### config.mk
export PLATFORM = sky130hd
export DESIGN_NAME = bcd_down_timer
export DESIGN_NICKNAME = d
export VERILOG_FILES = /design/src/rtl/bcd_down_timer_pkg.sv /design/src/rtl/bcd_down_timer_digit.sv /design/src/rtl/bcd_down_timer.sv
export SDC_FILE = /design/constraint.sdc
export NUM_CORES = 1
export LEC_CHECK = 0
export BUFFER_PORTS_ARGS = -buffer_cell sky130_fd_sc_hd__buf_2
export CAP_MARGIN = 40
export CORE_ASPECT_RATIO = 0.5
export CORE_MARGIN = 5
export CORE_UTILIZATION = 30
export CTS_CLUSTER_DIAMETER = 50
export DETAILED_ROUTE_END_ITERATION = 16
export REMOVE_ABC_BUFFERS = 1
export SLEW_MARGIN = 40
export SYNTH_ARGS = -nofsm -noshare
export SYNTH_HDL_FRONTEND = slang
export SYNTH_SLANG_ARGS = --single-unit
export TNS_END_PERCENT = 20
### constraint.sdc
create_clock -name clk -period 5.4 [get_ports clk]
set_input_delay 0.81 -clock clk [delete_from_list [all_inputs] [get_ports clk]]
set_output_delay 0.81 -clock clk [all_outputs]
set_load 0.005 [all_outputs]
### src/rtl/bcd_down_timer_pkg.sv
// Shared types and constants for the cascaded BCD countdown timer.
package bcd_down_timer_pkg;

   localparam int DIGIT_W = 4;

   // Digit moduli from least significant digit upward: 10, 6, 10, 10 gives mm:ss.
   localparam logic [15:0] MMSS_MOD_VEC = 16'hAA6A;

   typedef enum logic [1:0] {
      IDLE    = 2'd0,
      RUN     = 2'd1,
      PAUSED  = 2'd2,
      EXPIRED = 2'd3
   } timer_state_e;

endpackage

### src/rtl/bcd_down_timer_digit.sv
// One down-counting digit with its own modulus; clamps out-of-range load values.
module bcd_digit_down
   import bcd_down_timer_pkg::*;
#(
   parameter int MOD = 10
) (
   input  logic               clk,
   input  logic               clr,
   input  logic               load,
   input  logic [DIGIT_W-1:0] ld_val,
   input  logic               dec_in,
   output logic [DIGIT_W-1:0] digit,
   output logic               borrow_out
);

   localparam logic [DIGIT_W-1:0] MOD_L   = DIGIT_W'(MOD);
   localparam logic [DIGIT_W-1:0] MAX_VAL = DIGIT_W'(MOD - 1);

   logic [DIGIT_W-1:0] digit_q;
   logic [DIGIT_W-1:0] digit_d;

   always_comb begin
      digit_d = digit_q;
      if (load) begin
         digit_d = (ld_val >= MOD_L) ? MAX_VAL : ld_val;
      end else if (dec_in) begin
         digit_d = (digit_q == '0) ? MAX_VAL : digit_q - 1'b1;
      end
   end

   always_ff @(posedge clk or posedge clr) begin
      if (clr) digit_q <= '0;
      else     digit_q <= digit_d;
   end

   // A borrow ripples onward only when this digit wraps from zero.
   assign borrow_out = dec_in && (digit_q == '0);
   assign digit      = digit_q;

endmodule

### src/rtl/bcd_down_timer.sv
// N-digit cascaded BCD countdown timer with run/pause/cancel control and expiry pulse.
module bcd_down_timer
   import bcd_down_timer_pkg::*;
#(
   parameter int                     NDIGITS = 4,
   parameter logic [4*NDIGITS-1:0]   MOD_VEC = (4*NDIGITS)'(MMSS_MOD_VEC)
) (
   input  logic                 clk,
   input  logic                 clr,
   input  logic                 loadn,
   input  logic [4*NDIGITS-1:0] data,
   input  logic                 start,
   input  logic                 stop,
   input  logic                 tick,
   output logic [4*NDIGITS-1:0] count,
   output logic                 zero,
   output logic                 running,
   output logic                 done
);

   localparam logic [4*NDIGITS-1:0] COUNT_ONE = (4*NDIGITS)'(1);

   timer_state_e state_q, state_d;
   logic         running_q, done_q;
   logic         load_en, cancel, dec_en;
   logic [NDIGITS:0] borrow;

   assign zero = (count == '0);

   always_comb begin
      state_d = state_q;
      load_en = 1'b0;
      cancel  = 1'b0;
      dec_en  = 1'b0;
      case (state_q)
         IDLE: begin
            if (!loadn)              load_en = 1'b1;
            else if (start && !zero) state_d = RUN;
         end
         RUN: begin
            if (stop) begin
               state_d = PAUSED;
            end else if (zero) begin
               state_d = IDLE;
            end else if (tick) begin
               dec_en = 1'b1;
               // Reaching zero on this tick expires on the same edge.
               if (count == COUNT_ONE) state_d = EXPIRED;
            end
         end
         PAUSED: begin
            if (stop) begin
               load_en = 1'b1;
               cancel  = 1'b1;
               state_d = IDLE;
            end else if (!loadn) begin
               load_en = 1'b1;
            end else if (start && !zero) begin
               state_d = RUN;
            end
         end
         EXPIRED: state_d = IDLE;
         default: state_d = IDLE;
      endcase
   end

   always_ff @(posedge clk or posedge clr) begin
      if (clr) begin
         state_q   <= IDLE;
         running_q <= 1'b0;
         done_q    <= 1'b0;
      end else begin
         state_q   <= state_d;
         running_q <= (state_d == RUN);
         done_q    <= (state_d == EXPIRED);
      end
   end

   assign running   = running_q;
   assign done      = done_q;
   assign borrow[0] = dec_en;

   // Cancel reuses the load path with an all-zero value.
   for (genvar i = 0; i < NDIGITS; i++) begin : g_digit
      logic [DIGIT_W-1:0] ld_val;
      assign ld_val = cancel ? '0 : data[4*i +: 4];

      bcd_digit_down #(
         .MOD(int'(MOD_VEC[4*i +: 4]))
      ) u_digit (
         .clk       (clk),
         .clr       (clr),
         .load      (load_en),
         .ld_val    (ld_val),
         .dec_in    (borrow[i]),
         .digit     (count[4*i +: 4]),
         .borrow_out(borrow[i+1])
      );
   end

endmodule

==> results by group <==
Run status
  – Outcome: finished clean

CTS
  – Postcts setup bufs: 0
  – CTS resizes: 0
  – Worst-Skew Late Latency: 0.26 ns
  – Clk buf depth: 2
  – Root Driver: clkbuf_8
  – Max H-tree Level: 1
  – Clock Pin Slew Worst Setup and Hold Paths: 0.08 ns
  – Num CTS Buffers: 3
  – CTS Hold Buffers Added: 0
  – Clk sink count: 20
  – CTS tree: built

Drt
  – Drt wl/cell: 15.03 um
  – Initial DRC count: 80
  – Vias/cell: 5.422
  – Final Routed Wirelength: 3743 um
  – Detailed Routing Iterations Pass 1: 4
  – Antenna viol nets, final: 0
  – DR DRC count: 0
  – Vias post-DR: 1350

Placed design
  – RD Place Congestion: 0.8277
  – Dpl ws: 3.059 ns
  – Post-DP HPWL: 2826 um
  – Port buffer count: 40

Timing
  – Worst hold slack: 0.5439 ns
  – F_max: 377.0 MHz
  – Endpoints failing hold: 0
  – Minimum clock period: 2.653 ns
  – TNS Setup: 0 ns
  – # setup viols final: 0
  – Unrepaired setup endpoints after global routing: false
  – Slew margin rel.: 52.97%
  – Clk_skew: 0.001687 ns
  – Tightest Pin Transition: 0.7055 ns
  – Final Cycle Share: 49.12%
  – Slack of the critical path: 2.747 ns
  – Final Max Slew Viols: 0

Synth
  – Post-synth top area share: 37.04%
  – Synth cell count leaders: dfrtp_1, nor2_1, o21ai_0
  – Mapped Area: 0.001351 mm2
  – Post-synthesis async set-or-reset flop share: 100.0%
  – Post-synth EDFFs: 0
  – Yosys cell types: 45
  – Most common cell in the netlist: dfrtp_1
  – Ys flop type: dfrtp_1
  – Synthesis-stage register bit count: 20
  – Post-Syn Area per Cell: 8.832 um2
  – Synth top area cells: dfrtp_1, o21ai_0, nor2_1, nor4_4, nand2_1
  – Post-Synthesis Cells: 153
  – Synth area leader: dfrtp_1
  – Post-synthesis sequential area ratio: 37.04%
  – YS warnings: 0

GRT
  – Total grt overflow: 0
  – Total GRT Usage: 12.75%
  – Largest net degree at the start of global routing: 21
  – Initial antenna violation count: 0
  – First-pass GRT wire length: 6348 um
  – Vias in the first global route: 1295

Worst setup path
  – Crit path launch type: register
  – Critical Path Sink Type: output port
  – Worst R2R End: g_digit[1].u_digit.digit[2]
  – Worst Path Arrival: 1.84 ns
  – Worst Path Required: 4.59 ns
  – R2R setup slack: 3.45 ns
  – R2R depth: 4
  – CP max-delay cell: nor4_2
  – CP Max Fanout: 8
  – Critical Path Max Stage Delay: 0.58 ns
  – Kind of critical path: register to output port
  – Critical path cell sequence: nor4_2, nand4_1, inv_1, buf_2
  – Worst r2r src: g_digit[3].u_digit.digit[0]

Power and ir drop
  – VDD IR max: 0.0001050 V
  – Total power: 0.0005559 W
  – PwrDens: 335.3 mW/mm2
  – LEAKAGE: 0.7537 nW

Finish
  – Antenna diodes: 0
  – Register Area: 500.5 um2
  – Area grow syn2layout: 22.69%
  – Final net count: 215
  – Multi-input gate area: 808.3 um2
  – Layout fillers: 452
  – Layout cells sized above 1: 27.60%

Die
  – Core Box Area: 0.004382 mm2
  – Initial Util: 30.84%
  – Die footprint: 0.006028 mm2
  – IO Pins: 41
  – Die W: 104.9 um
  – # rows: 17
  – Chip height: 57.46 um

Flow run
  – Max-cap violations: 0

Worst hold path
  – Worst Hold Class: input port to async pin
-- worst max path at each step --
stage	end	startpoint	slack, ns
2_1_floorplan	g_digit[3].u_digit.digit[2]	stop	3.35
5_1_grt	zero	g_digit[3].u_digit.digit[0]	2.57
3_3_place_gp	zero	g_digit[3].u_digit.digit[0]	3.09
6_report	zero	g_digit[3].u_digit.digit[0]	2.75
3_5_place_dp	zero	g_digit[3].u_digit.digit[0]	3.06
4_1_cts	zero	g_digit[3].u_digit.digit[0]	2.76
-- power by group --
group	leakage [nW]	total [W]	switching, W	internal (W)
clock network	0.0288	0.000120	0.0000545	0.0000650
logic	0.470	0.000196	0.000104	0.0000914
registers	0.255	0.000241	0.0000604	0.000180
-- area by class of cell --
class / count / area share (%)
Clock buffer: 4 / 3.321
Inverter: 6 / 1.358
Multi-Input combinational cell: 122 / 48.75
Sequential cell: 20 / 30.19
Tap cell: 57 / 4.302
Timing Repair Buffer: 40 / 12.08
-- metrics by stage --
| step | utilization (%) | cell area, um2 | cells |
|---|---|---|---|
| floorplan | - | 1331 | 148 |
| global placement | 36.58 | 1603 | 245 |
| CTS | 37.84 | 1658 | 249 |
| global route | 37.84 | 1658 | 249 |
| detailed placement | 36.58 | 1603 | 245 |
| finish | 37.84 | 1658 | 249 |
-- metal layers --
metal	track usage [%]	vias up	share of wire (%)
li1	-	666	-
met1	16.72	649	45
met2	21.38	33	50
met3	3.277	2	4.5
met4	2.732	0	0.37
met5	0	-	0
-- flip-flops by register name, summed over array words and instances (netlist names) --
register               cells
done                       1
state_q                    2
running                    1
g_digit.u_digit.digit     16
-- critical path: cells and delay by family, from the launching register on --
kind	cells	cell delay [ns]
AND/OR/NAND/NOR	2	0.84
flip-flops	1	0.46
buffers and inverters	2	0.29
-- cell families after synthesis --
logic type             count (synthesis)  share of synthesized area, %
and+or+nand+nor                       71                         33.61
buffers and inverters                 11                         3.147
AOI/OAI and AO/OA                     48                         23.98
muxes                                  3                         2.222
DFF                                   20                         37.04
-- layout by cell type (no fill, tap or decap), types with 3 or more instances in the layout --
master and instances:
buf_2 40, dfrtp_1 20, nor2_1 17, o21ai_0 14, nand2_1 11, a21oi_1 8, nor2b_1 6, inv_1 5
nand3_1 5, nand4_1 5, clkbuf_8 4, nor4_4 3, a32o_1 3, nor4_1 3, o22ai_1 3, mux2i_1 3
and3_1 3, a211o_1 3, o211ai_1 3
Power figures use the tool's default switching activity.
